### src/rtl/regfile_wb_arbiter_if.sv
// Writeback arbiter bus: two writeback sources in, one register file write port out.
// The master side drives the write requests; the slave side is the arbiter.
interface regfile_wb_arbiter_if;
   logic        valid0;
   logic        ready0;
   logic [3:0]  reg0;
   logic [31:0] data0;
   logic        valid1;
   logic        ready1;
   logic [3:0]  reg1;
   logic [31:0] data1;
   logic        regwrite;
   logic [3:0]  write_reg;
   logic [31:0] write_data;
   logic [15:0] busy_mask;

   modport master (
      output valid0, reg0, data0, valid1, reg1, data1,
      input  ready0, ready1, regwrite, write_reg, write_data, busy_mask
   );

   modport slave (
      input  valid0, reg0, data0, valid1, reg1, data1,
      output ready0, ready1, regwrite, write_reg, write_data, busy_mask
   );
endinterface

### src/rtl/regfile_wb_arbiter.sv
// Register file write-port arbiter: pipeline writeback (port 0) vs buffered multi-cycle results
// (port 1). Define WB_ARB_STARVE_EN to enable the port 1 starvation guard.
module regfile_wb_arbiter #(
   parameter int unsigned FIFO_DEPTH   = 2,
   parameter int unsigned STARVE_LIMIT = 4
) (
   input  logic                 i_clk,
   input  logic                 i_rst,
   regfile_wb_arbiter_if.slave  bus
);
   localparam int unsigned PTR_W = $clog2(FIFO_DEPTH);
   localparam int unsigned CNT_W = PTR_W + 1;

   if (FIFO_DEPTH < 2 || (FIFO_DEPTH & (FIFO_DEPTH - 1)) != 0 ||
       STARVE_LIMIT < 1 || STARVE_LIMIT > 15) begin : g_bad_params
      $error("regfile_wb_arbiter: FIFO_DEPTH or STARVE_LIMIT out of range");
   end

   logic [3:0]       r_fifo_reg  [FIFO_DEPTH];
   logic [31:0]      r_fifo_data [FIFO_DEPTH];
   logic [PTR_W-1:0] r_wr_ptr;
   logic [PTR_W-1:0] r_rd_ptr;
   logic [CNT_W-1:0] r_count;

   logic        r_regwrite;
   logic [3:0]  r_write_reg;
   logic [31:0] r_write_data;

   logic             w_empty;
   logic             w_full;
   logic             w_match0;
   logic             w_starve;
   logic             w_ready0;
   logic             w_ready1;
   logic             w_grant0;
   logic             w_push;
   logic             w_pop;
   logic [PTR_W-1:0] w_offset;
   logic [15:0]      w_busy;

   assign w_empty = (r_count == '0);
   assign w_full  = (r_count == CNT_W'(FIFO_DEPTH));

   // Scan live FIFO entries for the busy mask and for a port 0 WAW hazard.
   always_comb begin
      w_match0 = 1'b0;
      w_busy   = '0;
      w_offset = '0;
      for (int unsigned i = 0; i < FIFO_DEPTH; i++) begin
         w_offset = PTR_W'(i) - r_rd_ptr;
         if ({1'b0, w_offset} < r_count) begin
            w_busy[r_fifo_reg[i]] = 1'b1;
            if (r_fifo_reg[i] == bus.reg0) w_match0 = 1'b1;
         end
      end
      if (r_regwrite) w_busy[r_write_reg] = 1'b1;
      w_busy[0] = 1'b0;
   end

`ifdef WB_ARB_STARVE_EN
   logic [3:0] r_wait_cnt;

   assign w_starve = !w_empty && (r_wait_cnt >= 4'(STARVE_LIMIT));

   always_ff @(posedge i_clk or posedge i_rst) begin
      if (i_rst) begin
         r_wait_cnt <= '0;
      end else if (w_empty || w_pop) begin
         r_wait_cnt <= '0;
      end else if (r_wait_cnt != 4'hF) begin
         r_wait_cnt <= r_wait_cnt + 4'd1;
      end
   end
`else
   assign w_starve = 1'b0;
`endif

   assign w_ready0 = !((bus.reg0 != 4'd0) && w_match0) && !w_starve;
   assign w_ready1 = !w_full;
   assign w_grant0 = bus.valid0 && w_ready0;
   // Starvation already forces ready0 low, so the FIFO wins whenever port 0 does not.
   assign w_pop    = !w_empty && !w_grant0;
   assign w_push   = bus.valid1 && w_ready1;

   always_ff @(posedge i_clk) begin
      if (w_push) begin
         r_fifo_reg[r_wr_ptr]  <= bus.reg1;
         r_fifo_data[r_wr_ptr] <= bus.data1;
      end
   end

   always_ff @(posedge i_clk or posedge i_rst) begin
      if (i_rst) begin
         r_wr_ptr <= '0;
         r_rd_ptr <= '0;
         r_count  <= '0;
      end else begin
         if (w_push) r_wr_ptr <= r_wr_ptr + PTR_W'(1);
         if (w_pop)  r_rd_ptr <= r_rd_ptr + PTR_W'(1);
         r_count <= r_count + CNT_W'(w_push) - CNT_W'(w_pop);
      end
   end

   always_ff @(posedge i_clk or posedge i_rst) begin
      if (i_rst) begin
         r_regwrite   <= 1'b0;
         r_write_reg  <= '0;
         r_write_data <= '0;
      end else if (w_grant0) begin
         r_regwrite   <= (bus.reg0 != 4'd0);
         r_write_reg  <= bus.reg0;
         r_write_data <= bus.data0;
      end else if (w_pop) begin
         r_regwrite   <= (r_fifo_reg[r_rd_ptr] != 4'd0);
         r_write_reg  <= r_fifo_reg[r_rd_ptr];
         r_write_data <= r_fifo_data[r_rd_ptr];
      end else begin
         r_regwrite   <= 1'b0;
      end
   end

   assign bus.ready0     = w_ready0;
   assign bus.ready1     = w_ready1;
   assign bus.regwrite   = r_regwrite;
   assign bus.write_reg  = r_write_reg;
   assign bus.write_data = r_write_data;
   assign bus.busy_mask  = w_busy;
endmodule

### src/flat_wrapper.sv
// flat-port wrapper written by rule: the top's interface ports become plain ports
module regfile_wb_arbiter_flat 
#(
   parameter int unsigned FIFO_DEPTH   = 2,
   parameter int unsigned STARVE_LIMIT = 4
)
  (i_clk, i_rst, bus_valid0, bus_reg0, bus_data0, bus_valid1, bus_reg1, bus_data1, bus_ready0, bus_ready1, bus_regwrite, bus_write_reg, bus_write_data, bus_busy_mask);
  regfile_wb_arbiter_if bus_i ();
  input  logic i_clk;
  input  logic i_rst;
  input wire logic [$bits(bus_i.valid0)-1:0] bus_valid0;
  input wire logic [$bits(bus_i.reg0)-1:0] bus_reg0;
  input wire logic [$bits(bus_i.data0)-1:0] bus_data0;
  input wire logic [$bits(bus_i.valid1)-1:0] bus_valid1;
  input wire logic [$bits(bus_i.reg1)-1:0] bus_reg1;
  input wire logic [$bits(bus_i.data1)-1:0] bus_data1;
  output wire logic [$bits(bus_i.ready0)-1:0] bus_ready0;
  output wire logic [$bits(bus_i.ready1)-1:0] bus_ready1;
  output wire logic [$bits(bus_i.regwrite)-1:0] bus_regwrite;
  output wire logic [$bits(bus_i.write_reg)-1:0] bus_write_reg;
  output wire logic [$bits(bus_i.write_data)-1:0] bus_write_data;
  output wire logic [$bits(bus_i.busy_mask)-1:0] bus_busy_mask;
  assign bus_i.valid0 = bus_valid0;
  assign bus_i.reg0 = bus_reg0;
  assign bus_i.data0 = bus_data0;
  assign bus_i.valid1 = bus_valid1;
  assign bus_i.reg1 = bus_reg1;
  assign bus_i.data1 = bus_data1;
  assign bus_ready0 = bus_i.ready0;
  assign bus_ready1 = bus_i.ready1;
  assign bus_regwrite = bus_i.regwrite;
  assign bus_write_reg = bus_i.write_reg;
  assign bus_write_data = bus_i.write_data;
  assign bus_busy_mask = bus_i.busy_mask;
  regfile_wb_arbiter #(.FIFO_DEPTH(FIFO_DEPTH), .STARVE_LIMIT(STARVE_LIMIT)) u_core (.i_clk(i_clk), .i_rst(i_rst), .bus(bus_i));
endmodule
### config.mk
export PLATFORM = sky130hd
export DESIGN_NAME = regfile_wb_arbiter_flat
export DESIGN_NICKNAME = d
export VERILOG_FILES = /design/src/rtl/regfile_wb_arbiter_if.sv /design/src/rtl/regfile_wb_arbiter.sv /design/src/flat_wrapper.sv
export SDC_FILE = /design/constraint.sdc
export NUM_CORES = 1
export LEC_CHECK = 0
export ABC_AREA = 0
export BUFFER_PORTS_ARGS = -buffer_cell sky130_fd_sc_hd__buf_2
export CORE_MARGIN = 2
export CORE_UTILIZATION = 57
export DETAILED_ROUTE_END_ITERATION = 6
export PLACE_DENSITY = 0.85
export SLEW_MARGIN = 0
export SYNTH_ARGS = -nofsm -noshare
export SYNTH_HDL_FRONTEND = slang
export SYNTH_SLANG_ARGS = --single-unit
export TNS_END_PERCENT = 30
### constraint.sdc
create_clock -name i_clk -period 5.5 [get_ports i_clk]
set_clock_uncertainty 0.15 [all_clocks]
set_input_delay 0.275 -clock i_clk [delete_from_list [all_inputs] [get_ports i_clk]]
set_output_delay 0.275 -clock i_clk [all_outputs]
set_load 0.01 [all_outputs]
Word-level counts from Yosys, hierarchy flattened
Memory sizes are Yosys's and may differ from the RTL's.
Cells that the tools add are included.
Storage, ports and cells
  flip-flop bits (word level): 41
  bits in writable memories: 72
  bits of input ports: 76
  output and inout bits: 55
  word-level logic and storage cells: 63
  memories kept: 2
Memory list
  u_core.r_fifo_data: words 2, width 32, rd ports 1, clocked after memory_dff 0, write ports 1, line regfile_wb_arbiter.sv:20  | logic [31:0] r_fifo_data [FIFO_DEPTH];
  u_core.r_fifo_reg: words 2, width 4, rd ports 3, clocked after memory_dff 0, write ports 1, line regfile_wb_arbiter.sv:19  | logic [3:0] r_fifo_reg [FIFO_DEPTH];
Cells by class
  add/subtract/negate cells: 6
  magnitude comparators: 8
  equal/unequal tests: 3
  muxes and demuxes: 21
  bitwise operators: 2
  reduce and logical (&&, ||, !) cells: 15
Operators with widths (number)
  $mux W32: 2
  $mux W16: 3
  $or A16 B16 Y16: 2
  $lt A4 B5 Y1 const B: 3
  $demux W1 S4: 3
  $ge A4 B1 Y1 const B: 3
  $mux W1: 11
  $eq A4 B4 Y1: 2
  $mux W4: 2
  $reduce_bool A4 Y1: 2
  $logic_and A1 B1 Y1: 7
  $logic_not A1 Y1: 4
  $lt A1 B2 Y1: 2
  $add A1 B1 Y1 const B: 2
  $add A2 B1 Y2: 1
  $eq A2 B2 Y1 const B: 1
  $logic_not A2 Y1: 1
  $reduce_bool A2 Y1: 1
  $sub A1 B1 Y1 const A: 2
  $sub A2 B1 Y2: 1

Longest topological paths before layout
An unclocked memory read counts as a cell.
  depth in word-level cells: 13
  depth in mapped cells: 10
  mapped depth without buffers: 9

Least setup slack after synthesis
No wires, ideal clock.
  kind: register to register
  start point: register u_core.r_count[1]
  end point: memory u_core.r_fifo_data[0][0], enable pin
  setup time: 429 ps
  arrival time: 2209 ps
  data required time: 4921 ps
  setup slack: 2712 ps
  cell stages (with the launch flop): 4
  path buffers: 0
  period minus slack after synthesis: 2788 ps
  path through: dfrtp_1 -> nand2_1 -> nand2_1 -> nor2_1
On the way
  longest elaborated chain between the ends: 5
RTL lines
  from (decl): line regfile_wb_arbiter.sv:23  | logic [CNT_W-1:0] r_count;
  from (signal assigned): line regfile_wb_arbiter.sv:100  | r_count <= r_count + CNT_W'(w_push) - CNT_W'(w_pop);
  $eq A2 B2 Y1: line regfile_wb_arbiter.sv:42  | assign w_full = (r_count == CNT_W'(FIFO_DEPTH));
  $logic_not A1 Y1: line regfile_wb_arbiter.sv:79  | assign w_ready1 = !w_full;
  via bus_ready1: line flat_wrapper.sv:18  | output wire logic [$bits(bus_i.ready1)-1:0] bus_ready1;
  $logic_and A1 B1 Y1: line regfile_wb_arbiter.sv:83  | assign w_push = bus.valid1 && w_ready1;
  $mux W1: line regfile_wb_arbiter.sv:86  | if (w_push) begin
  $mux W1 (implied by the code): line regfile_wb_arbiter.sv:88  | r_fifo_data[r_wr_ptr] <= bus.data1;
  to (decl): line regfile_wb_arbiter.sv:20
The timed path passes the listed nets, and every way through them passes these cells.

Worst setup path after layout
  start point: register u_core.r_rd_ptr
  end point: register u_core.r_write_data[12] (netlist: u_core.bus.write_data[12])
On the way
  longest elaborated chain between the ends: 11
  elaborated cells between the ends (all ways): 16
  classes of those cells: 2 x add/sub; 2 x order compare; 5 x mux; 6 x reduce/logical; 1 x memory
RTL lines
  from (decl): line regfile_wb_arbiter.sv:22  | logic [PTR_W-1:0] r_rd_ptr;
  from (signal assigned): line regfile_wb_arbiter.sv:99  | if (w_pop) r_rd_ptr <= r_rd_ptr + PTR_W'(1);
  $sub A1 B1 Y1: line regfile_wb_arbiter.sv:50  | w_offset = PTR_W'(i) - r_rd_ptr;
  $lt A1 B2 Y1: line regfile_wb_arbiter.sv:51  | if ({1'b0, w_offset} < r_count) begin
  $mux W1: line regfile_wb_arbiter.sv:51
  $mux W1: line regfile_wb_arbiter.sv:53  | if (r_fifo_reg[i] == bus.reg0) w_match0 = 1'b1;
  $mux W1: line regfile_wb_arbiter.sv:51
  $logic_and A1 B1 Y1: line regfile_wb_arbiter.sv:78  | assign w_ready0 = !((bus.reg0 != 4'd0) && w_match0) && !w_starve;
  $logic_not A1 Y1: line regfile_wb_arbiter.sv:78
  $logic_and A1 B1 Y1: line regfile_wb_arbiter.sv:80  | assign w_grant0 = bus.valid0 && w_ready0;
  $logic_not A1 Y1: line regfile_wb_arbiter.sv:82  | assign w_pop = !w_empty && !w_grant0;
  $logic_and A1 B1 Y1: line regfile_wb_arbiter.sv:82
  $reduce_bool A2 Y1 (no line)
  to (signal assigned): line regfile_wb_arbiter.sv:112  | r_write_data <= bus.data0;
  to (signal assigned): line regfile_wb_arbiter.sv:116  | r_write_data <= r_fifo_data[r_rd_ptr];
  to (decl): line regfile_wb_arbiter.sv:27  | logic [31:0] r_write_data;
Parallel ways exist; a longest one is shown, timed or not. The select of a mux whose other input is x is not followed.
A chain may end at the register's enable or synchronous reset.

==> results <==
- The run finished with clean final reports.
- In this run, the number of DRC markers left after iteration 0 of detailed routing was 253.
- The worst-case register-to-register setup slack is 1.97 ns.
- The die extent in y is 99.4 um.
- For this run, the detailed router's first-pass iteration total came to 5.
- Leaving out fill and tap cells, the most frequent cell in the layout is sky130_fd_sc_hd__buf_2.
- Counting instances, the worst hold path has a depth of 3.
- The worst flop-to-flop path startpoint is u_core.r_rd_ptr.
- The final hold violation count is 0.
- The highest ir drop seen on vdd is 0.346 mV.
- Gates resized during post-CTS repair numbered 0.
- During synthesis, Yosys emitted a total of 0 warnings.
- The width of the die is 99.4 um.
- The first global-routing pass estimated 22.3 mm of wire.
- In this run the cell area measured after placement is 0.00588 sq mm.
- The fraction of the mapped netlist area in compound gates is 0.0767.
- For this configuration, the core starts out at a cell density of 0.592.
- The path with the worst hold slack has its endpoint at u_core.r_wr_ptr.
- Of the total synthesized cell area, the portion taken by XOR and XNOR cells is 0.0203.
- Headroom to the max-slew limit came out at 0.215.
- The worst hold path begins at bus_valid1.
- The buffer cell driving the clock tree root is sky130_fd_sc_hd__clkbuf_8.
- In the synthesized netlist the dominant register cell turns out to be sky130_fd_sc_hd__edfxtp_1.
- At the pin with the least slew margin, the transition time is 1.18 ns.
- Entering global routing, the biggest net connects 42 pins.
- The number of buffers between clock root and the deepest sink is 2.
- The post-synthesis cell count is 387.
- The part of the cycle the worst path needs is 0.642.
- The detailed router put a total of 5.55 mm of wire on met1.
- The overall overflow remaining after global route is 0.
- After legalization and detailed placement, the total HPWL measured 7.39 mm.
- The TritonCTS sink count is 113.
- For the worst setup path, the data arrival time is 3.78 ns.
- Counting the buffers created by CTS gives 17.
- Dividing the synthesized area by the synthesized cell count gives 13.4 sq um.
- The routed via count divided by cell count is 5.66.
- The number of placement rows is 34.
- The total routed wirelength is 14.0 mm.
- The kind of end point of the critical path is a flop.
- The floorplan step defined a die boundary enclosing 0.00988 sq mm.
- The required arrival time at the worst endpoint is 5.74 ns.
- The power per cell area is 536 mW/mm^2.
- The number of placed I/O pins is 131.
- The register with the most flip-flops in the layout has 64 of them.
- The final-layout setup total negative slack is 0 ns.
- The share of synthesized flip-flops with an asynchronous set or reset is 0.363.
- Setup repair after global routing left no endpoint under its margin.
- The count of flip-flops with a built-in enable after synthesis is 72.
- The net count after synthesis is 465.
- For this run, the top clock speed supported by timing is 0.283 GHz.
- The critical path in this run is classified as reg -> reg.
- The share of final-layout standard cells stronger than drive strength 1 is 0.337.
- The area of the mapped netlist is 0.00519 sq mm.
- The type of the tightest min-delay check is in -> reg.
- The setup-violating endpoint count in the final report is 0.
- Detailed routing inserted a total of 4027 vias.
- Of the post-synthesis cell area, the part taken by muxes is 0.169.
- The max-slew violation total from the final report is 0.
- The met3 wire length is 918 um.
- The library cells used most frequently in the layout, excluding fill and tap cells, are 129 x sky130_fd_sc_hd__buf_2, 74 x sky130_fd_sc_hd__dlygate4sd3_1, 72 x sky130_fd_sc_hd__edfxtp_1.
- For this run, the register share of the synthesized area comes to 0.615.
- Once layout is done, the placed cells without fillers occupy 0.00721 sq mm.
- The latest clock arrival within the worst-skew pair is 0.52 ns.
- The worst path in the final design needs a cycle of 3.53 ns, including I/O delays and setup.
- Of the total synthesized cell area, the portion taken by full adders, half adders and majority gates is 0.00482.
- Routed signal wires occupy layers up through met4.
- The distinct cell type count after synthesis is 39.
- In this run the number of H-tree levels came out at 4.
- The count of nets left with antenna violations once routing finished came out at 0.
- The area of the core is 0.00876 sq mm.
- After the last flow step, the layout net total stands at 668.
- The clock slew seen by the registers of the worst setup and hold paths is 0.06 ns.
- The largest family of logic cells by synthesized area is multiplexers.
- The maximum fanout encountered on the critical timing path is 40.
- After detailed routing, the number of remaining DRC violations is 0.
- The static leakage is 0.00310 uW.
- The number of antenna violations at the first check in global routing is 0.
- The TritonCTS clock tree is done.
- The number of port buffers is 129.
- In the final routed layout, each cell accounts on average for 19.7 um.
- Synthesis inferred 113 register bits.
- The detailed route wirelength on metal2 is 7.17 mm.
- The filler cell count is 444.
- The via count of the first global-routing pass was 4168.
- The overall fraction of global-route tracks in use is 0.299.
- In this run the critical register-to-register path is captured at u_core.bus.write_data[12].
- The growth of design area from synthesis to finish is 39.0%.
- Of the total synthesized cell area, the portion taken by AND, OR, NAND and NOR gates is 0.0868.
- For the worst flop-to-flop path, the logic depth is 6.
- The number of max-cap violations is 0.
- Routability-driven placement finished with a final weighted congestion of 0.928.
- The repair_antennas step left the layout with diodes totalling 0.
- The worst setup path is launched from a flop.
[logic make-up (layout without fill, tap and decap cells)]
family / Yosys count / after routing
flip-flops: 113 / 113
AND/OR/NAND/NOR: 97 / 97
multiplexers: 72 / 72
AO/OA/AOI/OAI: 64 / 64
buffers and inverters: 26 / 242
XOR/XNOR: 12 / 12
adder cells (fa/ha/maj): 2 / 2
other: 1 / 1
[report_power, final]
| group | total [uW] | internal (uW) | switching (uW) |
|---|---|---|---|
| combinational | 1310 | 611 | 695 |
| clock | 1100 | 727 | 370 |
| sequential | 1460 | 1210 | 259 |
| total | 3870 | 2540 | 1320 |
[per-stage QoR]
stage	util	setup slack (ns)	std cells	power [uW]	hold WS, ns
floorplan	-	2.71	387	2250	0.212
global placement	0.671	2.22	605	2600	0.315
detailed placement	0.671	2.09	605	2660	0.316
CTS	0.823	2.07	711	3810	0.0140
global route	0.823	1.79	711	4040	0.0613
finish	0.823	1.97	711	3870	0.0417
[cell type report]
type / instances / area [sq um] / share of cell area
multi-input combinational: 248 / 1880 / 0.260
tap: 108 / 135 / 0.0187
clock buffer: 19 / 422 / 0.0585
sequential: 113 / 3190 / 0.442
timing repair buffer: 205 / 1400 / 0.194
clock inverter: 13 / 168 / 0.0233
inverter: 5 / 18.8 / 0.00260
[metal layers]
metal | track usage | vias up
li1 | - | 1825
met1 | 0.379 | 1961
met2 | 0.504 | 207
met3 | 0.0639 | 34
met4 | 0.120 | 0
met5 | 0 | -
[how the worst max path moves through the flow]
stage / cells after the start / slack [ns] / startpoint / end
after floorplan: 3 / 2.71 / u_core.r_count[1] / u_core.r_fifo_data[0][0]
after global placement: 6 / 2.22 / u_core.r_rd_ptr / u_core.bus.write_data[9]
after detailed placement: 6 / 2.09 / u_core.r_rd_ptr / u_core.bus.write_data[11]
after CTS: 6 / 2.07 / u_core.r_rd_ptr / u_core.bus.write_data[11]
after global routing: 6 / 1.79 / u_core.r_rd_ptr / u_core.bus.write_data[10]
final: 6 / 1.97 / u_core.r_rd_ptr / u_core.bus.write_data[12]
[critical path, cell delays in order (launching register included)]
cell and delay [ns]:
sky130_fd_sc_hd__dfrtp_2 1.15, sky130_fd_sc_hd__a21oi_1 0.25, sky130_fd_sc_hd__nor3_1 0.33, sky130_fd_sc_hd__nand3b_1 0.23, sky130_fd_sc_hd__o211ai_4 0.36, sky130_fd_sc_hd__buf_4 0.53
sky130_fd_sc_hd__mux2_2 0.40
[synth_stat cells, drive strengths merged (8+ instances only)]
cell / count / area share
clkbuf: 8 / 0.0058
buf: 13 / 0.017
mux2: 36 / 0.10
nand3: 9 / 0.0087
mux2i: 36 / 0.069
o21ai: 39 / 0.038
nand2: 58 / 0.042
dfrtp: 41 / 0.20
nor2: 11 / 0.0080
edfxtp: 72 / 0.42
o211ai: 10 / 0.017
[repair_timing]
item | CTS | global route
endpoints found under the hold margin | 150 | 0
setup buffers | 0 | 0
hold buffers | 74 | 0
No activity file was read; power rests on OpenSTA's default activity.
